--- src/rtl/pir_scan_ctrl.sv ---
// Purpose : scans NUM_SENSORS PIR channels through one shared sampler, averages a 2^WIN_LOG2 window, raises alarm.
// Latency : avg_bus/avg_valid/alarm update one cycle after the final sample of a window is acked.
// Backpr. : req/ack handshake; smp_req and smp_sel stay stable until smp_ack (or the optional ack timeout).
//
// Ports:
//   clk, rst_n            clock (rising edge) and asynchronous active-low reset
//   enable, stop_alarm    system on/off switch; user alarm silence (level)
//   smp_req/smp_sel       registered sample request and channel index to the sampler
//   smp_ack/smp_data      sampler response; smp_data valid while smp_ack=1
//   avg_bus/avg_valid     last window averages (channel i at [i*DATA_W +: DATA_W]) and update pulse
//   alarm/alarm_mask      buzzer drive and LED mask of channels tripped in the current alarm
//   evt_count/peak_value  saturating count of tripped channels; highest tripping average
//   err_timeout           sticky sampler-timeout flag
//
// Optional feature macro: PIR_SCAN_TIMEOUT_EN (ack timeout; when undefined REQ waits forever and
// err_timeout is tied to 0).

module pir_scan_ctrl #(
  parameter int NUM_SENSORS = 3,
  parameter int DATA_W      = 7,
  parameter int WIN_LOG2    = 2,
  parameter int SAMPLE_DIV  = 4,
  parameter int THRESHOLD   = 50,
  parameter int ALARM_HOLD  = 100,
  parameter int ACK_TIMEOUT = 15
) (
  input  logic                          clk,
  input  logic                          rst_n,
  input  logic                          enable,
  input  logic                          stop_alarm,
  output logic                          smp_req,
  output logic [1:0]                    smp_sel,
  input  logic                          smp_ack,
  input  logic [DATA_W-1:0]             smp_data,
  output logic [NUM_SENSORS*DATA_W-1:0] avg_bus,
  output logic                          avg_valid,
  output logic                          alarm,
  output logic [NUM_SENSORS-1:0]        alarm_mask,
  output logic [7:0]                    evt_count,
  output logic [DATA_W-1:0]             peak_value,
  output logic                          err_timeout
);

  localparam int ACC_W  = DATA_W + WIN_LOG2;
  localparam int RND_W  = WIN_LOG2 + 1;
  localparam int DIV_W  = (SAMPLE_DIV > 1) ? $clog2(SAMPLE_DIV) : 1;
  localparam int HOLD_W = (ALARM_HOLD > 1) ? $clog2(ALARM_HOLD) : 1;

  localparam logic [DIV_W-1:0]  DIV_LOAD   = DIV_W'(SAMPLE_DIV - 1);
  localparam logic [HOLD_W-1:0] HOLD_LAST  = HOLD_W'(ALARM_HOLD - 1);
  localparam logic [RND_W-1:0]  WIN_ROUNDS = RND_W'(1 << WIN_LOG2);
  localparam logic [1:0]        LAST_SEL   = 2'(NUM_SENSORS - 1);
  localparam logic [DATA_W-1:0] THR        = DATA_W'(THRESHOLD);

  typedef enum logic [2:0] {
    S_IDLE, S_WAIT_TICK, S_REQ, S_EVAL, S_ALARM, S_CLEAR
  } state_t;

  state_t                        state_q, state_d;
  logic [DIV_W-1:0]              div_q, div_d;
  logic [1:0]                    sel_q, sel_d;
  logic [RND_W-1:0]              round_q, round_d;
  logic [ACC_W-1:0]              acc_q [NUM_SENSORS];
  logic [ACC_W-1:0]              acc_d [NUM_SENSORS];
  logic                          req_q, req_d;
  logic                          abort_q, abort_d;
  logic [HOLD_W-1:0]             hold_q, hold_d;
  logic [NUM_SENSORS*DATA_W-1:0] avg_q, avg_d;
  logic                          avg_valid_q, avg_valid_d;
  logic                          alarm_q, alarm_d;
  logic [NUM_SENSORS-1:0]        mask_q, mask_d;
  logic [7:0]                    evt_q, evt_d;
  logic [DATA_W-1:0]             peak_q, peak_d;

  // Window evaluation helpers, all derived from the current accumulators.
  logic [DATA_W-1:0]      avg_w [NUM_SENSORS];
  logic [NUM_SENSORS-1:0] trip_w;
  logic [3:0]             trip_cnt;
  logic [8:0]             evt_sum;
  logic [7:0]             evt_sat;
  logic [DATA_W-1:0]      peak_cand;
  logic [RND_W-1:0]       round_inc;

  // Handshake completion: a real ack, or a timeout treated as an ack of value 0.
  logic              timeout_hit;
  logic              take;
  logic [DATA_W-1:0] sample;

  assign take      = (state_q == S_REQ) && (smp_ack || timeout_hit);
  assign sample    = smp_ack ? smp_data : '0;
  assign round_inc = round_q + RND_W'(1);

  always_comb begin
    trip_cnt  = '0;
    peak_cand = peak_q;
    for (int i = 0; i < NUM_SENSORS; i++) begin
      avg_w[i]  = acc_q[i][ACC_W-1:WIN_LOG2];
      trip_w[i] = (avg_w[i] >= THR);
      trip_cnt  = trip_cnt + {3'd0, trip_w[i]};
      if (trip_w[i] && (avg_w[i] > peak_cand)) peak_cand = avg_w[i];
    end
  end

  assign evt_sum = {1'b0, evt_q} + {5'd0, trip_cnt};
  assign evt_sat = evt_sum[8] ? 8'hFF : evt_sum[7:0];

  always_comb begin
    state_d     = state_q;
    div_d       = div_q;
    sel_d       = sel_q;
    round_d     = round_q;
    req_d       = req_q;
    abort_d     = abort_q;
    hold_d      = hold_q;
    avg_d       = avg_q;
    avg_valid_d = 1'b0;
    alarm_d     = alarm_q;
    mask_d      = mask_q;
    evt_d       = evt_q;
    peak_d      = peak_q;
    for (int i = 0; i < NUM_SENSORS; i++) acc_d[i] = acc_q[i];

    case (state_q)
      S_IDLE: begin
        if (enable) begin
          for (int i = 0; i < NUM_SENSORS; i++) acc_d[i] = '0;
          round_d = '0;
          div_d   = DIV_LOAD;
          state_d = S_WAIT_TICK;
        end
      end

      S_WAIT_TICK: begin
        if (!enable) begin
          state_d = S_IDLE;
        end else if (div_q == '0) begin
          sel_d   = '0;
          req_d   = 1'b1;
          state_d = S_REQ;
        end else begin
          div_d = div_q - DIV_W'(1);
        end
      end

      S_REQ: begin
        // Enable may fall and rise again while we wait; remember the abort.
        if (!enable) abort_d = 1'b1;
        if (take) begin
          if (abort_q || !enable) begin
            req_d   = 1'b0;
            abort_d = 1'b0;
            state_d = S_IDLE;
          end else begin
            for (int i = 0; i < NUM_SENSORS; i++) begin
              if (sel_q == 2'(i)) acc_d[i] = acc_q[i] + ACC_W'(sample);
            end
            if (sel_q < LAST_SEL) begin
              sel_d = sel_q + 2'd1;
            end else begin
              req_d   = 1'b0;
              round_d = round_inc;
              if (round_inc == WIN_ROUNDS) begin
                state_d = S_EVAL;
              end else begin
                div_d   = DIV_LOAD;
                state_d = S_WAIT_TICK;
              end
            end
          end
        end
      end

      S_EVAL: begin
        for (int i = 0; i < NUM_SENSORS; i++) acc_d[i] = '0;
        round_d = '0;
        if (!enable) begin
          state_d = S_IDLE;
        end else begin
          for (int i = 0; i < NUM_SENSORS; i++) avg_d[i*DATA_W +: DATA_W] = avg_w[i];
          avg_valid_d = 1'b1;
          if (trip_w != '0) begin
            mask_d  = trip_w;
            evt_d   = evt_sat;
            peak_d  = peak_cand;
            alarm_d = 1'b1;
            hold_d  = '0;
            state_d = S_ALARM;
          end else begin
            div_d   = DIV_LOAD;
            state_d = S_WAIT_TICK;
          end
        end
      end

      S_ALARM: begin
        if ((hold_q == HOLD_LAST) || stop_alarm || !enable) begin
          alarm_d = 1'b0;
          mask_d  = '0;
          hold_d  = '0;
          state_d = S_CLEAR;
        end else begin
          hold_d = hold_q + HOLD_W'(1);
        end
      end

      S_CLEAR: begin
        hold_d = '0;
        if (enable) begin
          div_d   = DIV_LOAD;
          state_d = S_WAIT_TICK;
        end else begin
          state_d = S_IDLE;
        end
      end

      default: state_d = S_IDLE;
    endcase
  end

  always_ff @(posedge clk or negedge rst_n) begin
    if (!rst_n) begin
      state_q     <= S_IDLE;
      div_q       <= '0;
      sel_q       <= '0;
      round_q     <= '0;
      req_q       <= 1'b0;
      abort_q     <= 1'b0;
      hold_q      <= '0;
      avg_q       <= '0;
      avg_valid_q <= 1'b0;
      alarm_q     <= 1'b0;
      mask_q      <= '0;
      evt_q       <= '0;
      peak_q      <= '0;
      for (int i = 0; i < NUM_SENSORS; i++) acc_q[i] <= '0;
    end else begin
      state_q     <= state_d;
      div_q       <= div_d;
      sel_q       <= sel_d;
      round_q     <= round_d;
      req_q       <= req_d;
      abort_q     <= abort_d;
      hold_q      <= hold_d;
      avg_q       <= avg_d;
      avg_valid_q <= avg_valid_d;
      alarm_q     <= alarm_d;
      mask_q      <= mask_d;
      evt_q       <= evt_d;
      peak_q      <= peak_d;
      for (int i = 0; i < NUM_SENSORS; i++) acc_q[i] <= acc_d[i];
    end
  end

`ifdef PIR_SCAN_TIMEOUT_EN
  localparam int WAIT_W = (ACK_TIMEOUT > 1) ? $clog2(ACK_TIMEOUT) : 1;
  localparam logic [WAIT_W-1:0] WAIT_LAST = WAIT_W'(ACK_TIMEOUT - 1);

  logic [WAIT_W-1:0] wait_q;
  logic              err_q;

  // wait_q counts the cycles the current request has gone unanswered.
  assign timeout_hit = (state_q == S_REQ) && !smp_ack && (wait_q == WAIT_LAST);

  always_ff @(posedge clk or negedge rst_n) begin
    if (!rst_n) begin
      wait_q <= '0;
      err_q  <= 1'b0;
    end else begin
      if ((state_q == S_REQ) && !take) wait_q <= wait_q + WAIT_W'(1);
      else                             wait_q <= '0;
      if (timeout_hit) err_q <= 1'b1;
    end
  end

  assign err_timeout = err_q;
`else
  assign timeout_hit = 1'b0;
  // ACK_TIMEOUT only matters with the timeout compiled in; keep it referenced.
  assign err_timeout = 1'b0 && (ACK_TIMEOUT > 0);
`endif

  assign smp_req    = req_q;
  assign smp_sel    = sel_q;
  assign avg_bus    = avg_q;
  assign avg_valid  = avg_valid_q;
  assign alarm      = alarm_q;
  assign alarm_mask = mask_q;
  assign evt_count  = evt_q;
  assign peak_value = peak_q;

endmodule

--- config.mk ---
export PLATFORM = sky130hd
export DESIGN_NAME = pir_scan_ctrl
export DESIGN_NICKNAME = d
export VERILOG_FILES = /design/src/rtl/pir_scan_ctrl.sv
export SDC_FILE = /design/constraint.sdc
export NUM_CORES = 1
export LEC_CHECK = 0
export ABC_AREA = 0
export ABC_CLOCK_PERIOD_IN_PS = 5850
export BUFFER_PORTS_ARGS = -buffer_cell sky130_fd_sc_hd__buf_2
export CAP_MARGIN = 20
export CORE_MARGIN = 4
export CORE_UTILIZATION = 56
export CTS_CLUSTER_SIZE = 10
export DETAILED_ROUTE_END_ITERATION = 8
export GPL_TIMING_DRIVEN = 0
export PLACE_DENSITY_LB_ADDON = 0.1
export SETUP_SLACK_MARGIN = 0.05
export SKIP_CTS_REPAIR_TIMING = 1
export SLEW_MARGIN = 5
export SYNTH_ARGS = -nofsm -noshare
export SYNTH_HDL_FRONTEND = slang
export SYNTH_SLANG_ARGS = --single-unit
--- constraint.sdc ---
create_clock -name clk -period 5.85 [get_ports clk]
set_input_delay 0.2925 -clock clk [delete_from_list [all_inputs] [get_ports clk]]
set_output_delay 0.2925 -clock clk [all_outputs]
set_load 0.02 [all_outputs]
---- Word level (Yosys, flattened, before mapping) ----
Index checks and enable logic that the tools add are counted.
word-level totals
  register bits ........................... 87
  output and inout port bits .............. 45
operators by class
  add/subtract/negate cells ............... 10
  order comparisons ....................... 7
  eq/ne operators ......................... 28
  mux-type cells .......................... 68
  reduce and logical (&&, ||, !) cells .... 30
operators with widths
  cell                                                 count
  2-to-1 mux 27 bit                                    3
  case mux 27 bit (3 select lines)                     1
  2-to-1 mux 7 bit                                     7
  2-to-1 mux 3 bit                                     16
  2-to-1 mux 2 bit                                     15
  AND reduction 5 bit                                  6
  adder 9 x 7 -> 9 bit                                 3
  2-to-1 mux 9 bit                                     3
  != test 2 bit, second input constant                 12
  >= comparator 7 x 6 -> 1 bit, second input constant  3
  greater-than comparator 7 bit                        3
  case mux 7 bit (3 select lines)                      1
  case mux 3 bit (6 select lines)                      1
  2-to-1 mux 1 bit                                     14
  != test 2 x 1 -> 1 bit, second input constant        5
  AND reduction 10 bit                                 1
  adder 8 x 3 -> 9 bit                                 1
  equality test 3 bit, second input constant           3
  case mux 3 bit (3 select lines)                      1
  nonzero test 3 bit                                   3
  2-to-1 mux 8 bit                                     1
  case mux 2 bit (4 select lines)                      1
  adder 7 x 1 -> 7 bit, second input constant          1
  equality test 7 bit, second input constant           1
  26 further kinds                                     37

---- Depth between registers and ports, before layout ----
  depth after elaboration ................. 9
  gate-level depth with buffers ........... 22
  gate-level depth less buffers ........... 20

---- Worst setup path after synthesis ----
OpenSTA, ideal clock, no wires.
  path kind ............................... register -> register
  start point ............................. register peak_q[6], in the netlist peak_value[6]
  end point ............................... register peak_q[2], in the netlist peak_value[2]
  setup time .............................. 0.073 ns
  data arrival time ....................... 4.748 ns
  slack ................................... 1.029 ns
  cell stages (with the launch flop) ...... 22
  buffers on the path ..................... 2
  period minus slack after synthesis ...... 4.821 ns
  path through ............................ dfrtp_1 inv_1 ha_1 a21oi_1 o21ai_0 o21ai_2 mux2_2 ha_1 nand3_1 o22ai_2 a21o_1 clkbuf_1 o21ai_0 ha_1 and4_1 nand3_1 nor2_1 or4b_4 and3_4 buf_6 a221oi_4 a2bb2oi_2
between the ends
  word-level cells in the longest chain between the ends .. 9
RTL lines
  element                        line  text
  from (decl)                    73    logic [DATA_W-1:0] peak_q, peak_d;
  from (signal assigned)         249   peak_q <= peak_d;
  greater-than comparator 7 bit  100   if (trip_w[i] && (avg_w[i] > peak_cand)) peak_cand = avg_w[i];
  logical AND 1 bit              100
  2-to-1 mux 7 bit *             100
  greater-than comparator 7 bit  100
  logical AND 1 bit              100
  2-to-1 mux 7 bit *             100
  greater-than comparator 7 bit  100
  logical AND 1 bit              100
  2-to-1 mux 7 bit *             100
Every way passes the cells marked *; elsewhere a longest branch is shown, timed or not.
A chain may end at the register's enable or synchronous reset.

---- Worst setup path in the final report ----
  start point ............................. register acc_q[24] (netlist bit)
  end point ............................... register peak_q[2], in the netlist peak_value[2]
between the ends
  word-level cells in the longest chain between the ends .. 9
  elaborated cells on any way between the ends .. 12
RTL lines
  element                                                                        line     text
  from (decl)                                                                    63       logic [ACC_W-1:0] acc_q [NUM_SENSORS];
  >= comparator 7 x 6 -> 1 bit or greater-than comparator 7 bit (tied branches)  98, 100
  logical AND 1 bit                                                              100
  2-to-1 mux 7 bit                                                               100
  greater-than comparator 7 bit                                                  100
  logical AND 1 bit                                                              100
  2-to-1 mux 7 bit                                                               100
  greater-than comparator 7 bit                                                  100
  logical AND 1 bit                                                              100
  2-to-1 mux 7 bit                                                               100
Several ways; a longest one is shown, not always the timed one.

==> results.toml <==
[outcome]
outcome = "finished clean"

[placement]
dpl.hpwl_um = 10600
dpl_cell_area_sq_um = 6100
gp_congestion = 0.895
io_buffers = 55

[setup_path]
r2r-start = "acc_q[24]$_DFFE_PN0P_"
crit_type = "reg -> reg"
worstPathArrival_ps = 5680
required_ps = 6150
cp_max_fo = 10
startpoint_type = "register"
worstRegToRegCells = 21
regToRegSetupSlack_ps = 470
r2r_end = "peak_value[2]$_DFFE_PN0P_"
worstSetupEndpointType = "register"

[logic_synthesis]
netlist_area_sq_um = 5630
synth_edf_count = 0
synth.distinct_cells = 66
synth_top_area_share_pct = 38.7
yosysWarnings = 0
syn_area_per_cell_sq_um = 9.22
synth_top_area_cell = "dfrtp_1"
netlist_instances = 611
synthFlopType = "dfrtp_1"
asyncSetResetFlopFracSynth_pct = 100
syn-num-nets = 678
ys_ff_latch = 87
synthTopCellsByCount = "nand2_1, dfrtp_1, ha_1, o21ai_0, a21oi_1"
yosysSeqAreaShare_pct = 38.7
post-synth-top-count-cell = "nand2_1"
synthTopCellsByArea = "dfrtp_1, ha_1, nand2_1, o21ai_0, a21oi_1"

[timing]
finalSetupViolCount = 0
tns_ps = 0
rsz0062_at_grt = "false"
skew_ps = 10.0
timing.final.crit_share_pct = 92.0
worst_pin_slew_ps = 786
finalHoldViolations = 0
slew_headroom_pct = 47.4
fin_crit_ps = 5380
slew_viol_final = 0
fmax_mhz = 186

[finish]
area_delta_synth_final_pct = 13.1
fill_cells = 832
diodes = 0
nets = 749
final_area_sq_um = 6370
final_util_pct = 65.1
drive_gt1_share_pct = 14.4

[clock_tree]
root_buffer = "clkbuf_8"
cts_tree = "built"
clkSlewWorstSetupHoldPaths_ps = 90
htreeDepth = 3
clock_latency_ps = 370
cts_inserted_buffers = 9
cts_buffer_depth = 2
clock_sinks = 87

[global_routing]
grt_max_degree = 49
grt_pass1_vias = 4792
grt_overflow_total = 0
grt_first_pass_wirelength_um = 23700
antenna_found_initial = 0
grtUsageTotal_pct = 25.6

[worst_hold_path]
hp-start = "stop_alarm"
holdPathStages = 4
holdPathEnd = "hold_q[3]$_DFFE_PN0P_"
hold_class = "in -> reg"

[route]
via_per_inst = 5.92
dr.pass1.iters = 5
first_iter_violations = 315
wl_per_cell_um = 17.1
antenna_left = 0
routed_wl_um = 14000
drc_errors = 0
vias = 4857

[flow_run]
maxCapViolations = 0

[floorplanning]
start_util_pct = 57.6
fp.coreArea_sq_um = 9770
die_h_um = 108
die_x_um = 108
die_area_sq_um = 11700
num_rows = 36
io_pins = 57

[power]
vdd_drop_max_mv = 0.197
p_leak_nw = 3.22
p_per_area_nw_per_um2 = 311
per-layer routing:
metal	track usage (%)	part of all wire, %
met2	40.8	46
met3	3.76	4.2
met4	9.83	3.0
met5	0	0
met1	35.5	47
area by class of cell:
type | count | area, sq um | area share (%)
multi-input combinational | 465 | 3200 | 50.3
tap | 133 | 166 | 2.61
buffer | 23 | 120 | 1.89
sequential | 87 | 2180 | 34.2
timing repair buffer | 61 | 345 | 5.42
inverter | 35 | 131 | 2.06
clock buffer | 11 | 141 | 2.22
clock inverter | 5 | 81.3 | 1.28
placed cells by master, fill, tap and decap left out, types with 7 or more instances in the layout:
cell type,synthesis,layout
nand2_1,93,93
dfrtp_1,87,87
buf_2,0,54
ha_1,50,50
o21ai_0,43,43
a21oi_1,37,37
inv_1,34,34
nor2_1,21,21
clkbuf_1,18,17
a22o_1,16,16
nand3_1,16,15
a21o_1,13,13
xnor2_1,13,13
a31oi_1,10,10
clkbuf_8,0,10
o21a_1,9,9
and2_1,9,9
and3_1,9,9
o21bai_1,9,9
nor3_1,7,7
power breakdown:
| group | switching [mW] | internal (mW) | total, mW |
|---|---|---|---|
| clock network | 0.224 | 0.252 | 0.476 |
| registers | 0.106 | 0.702 | 0.807 |
| logic | 0.443 | 0.253 | 0.696 |
| total | 0.772 | 1.21 | 1.98 |
worst max-delay path, cell delays in order (launching register included):
cell       delay (ps)
dfrtp_1           480
ha_1              350
a21oi_1           220
o21ai_0           170
o21ai_2           160
buf_4             160
mux2i_1           330
ha_1              320
a21oi_1           150
o21a_1            220
a21o_1            290
buf_1             320
o21ai_0           160
ha_1              310
and4_1            280
nand3_1           130
nor2_1             90
or4b_4            470
and3_4            180
buf_6             130
a221oi_4          230
a2bb2oi_2         160
logic make-up (layout without fill, tap and decap cells):
kind of cell    count (synthesis)  count (layout)  share of synthesized area, %
simple gates                  195             195                          16.8
compound gates                189             189                          22.9
flops                          87              87                          38.7
buf+inv                        59             135                          4.53
fa+ha+maj                      55              55                          12.9
xor+xnor                       16              16                          2.49
mux                             9               9                          1.67
other cells                     1               1                        0.0666
state kept, by name (all words and copies together) (netlist names), 2 cells and up:
register / count
state_q: 3
avg_bus: 21
smp_sel: 2
alarm_mask: 3
hold_q: 7
div_q: 2
peak_value: 7
evt_count: 8
round_q: 3
acc_q: 27
worst max path at each step:
stage	from	endpoint	slack [ps]
floorplan	peak_value[6]$_DFFE_PN0P_	peak_value[2]$_DFFE_PN0P_	1030
global route	acc_q[24]$_DFFE_PN0P_	peak_value[2]$_DFFE_PN0P_	90
detailed placement	peak_value[6]$_DFFE_PN0P_	peak_value[6]$_DFFE_PN0P_	450
CTS	peak_value[6]$_DFFE_PN0P_	peak_value[6]$_DFFE_PN0P_	400
finish	acc_q[24]$_DFFE_PN0P_	peak_value[2]$_DFFE_PN0P_	470
global placement	acc_q[26]$_DFFE_PN0P_	peak_value[6]$_DFFE_PN0P_	500
per-stage QoR:
step,worst slack [ps],power (mW),hold slack (ps),std cells
final,469,1.98,265,820
after global routing,85.2,2.12,303,820
after detailed placement,450,1.51,313,800
after floorplan,1030,1.28,-3.09,611
after CTS,405,1.98,-86.1,816
after global placement,505,1.48,456,799
Note: power is estimated with default switching activity, not from simulation.
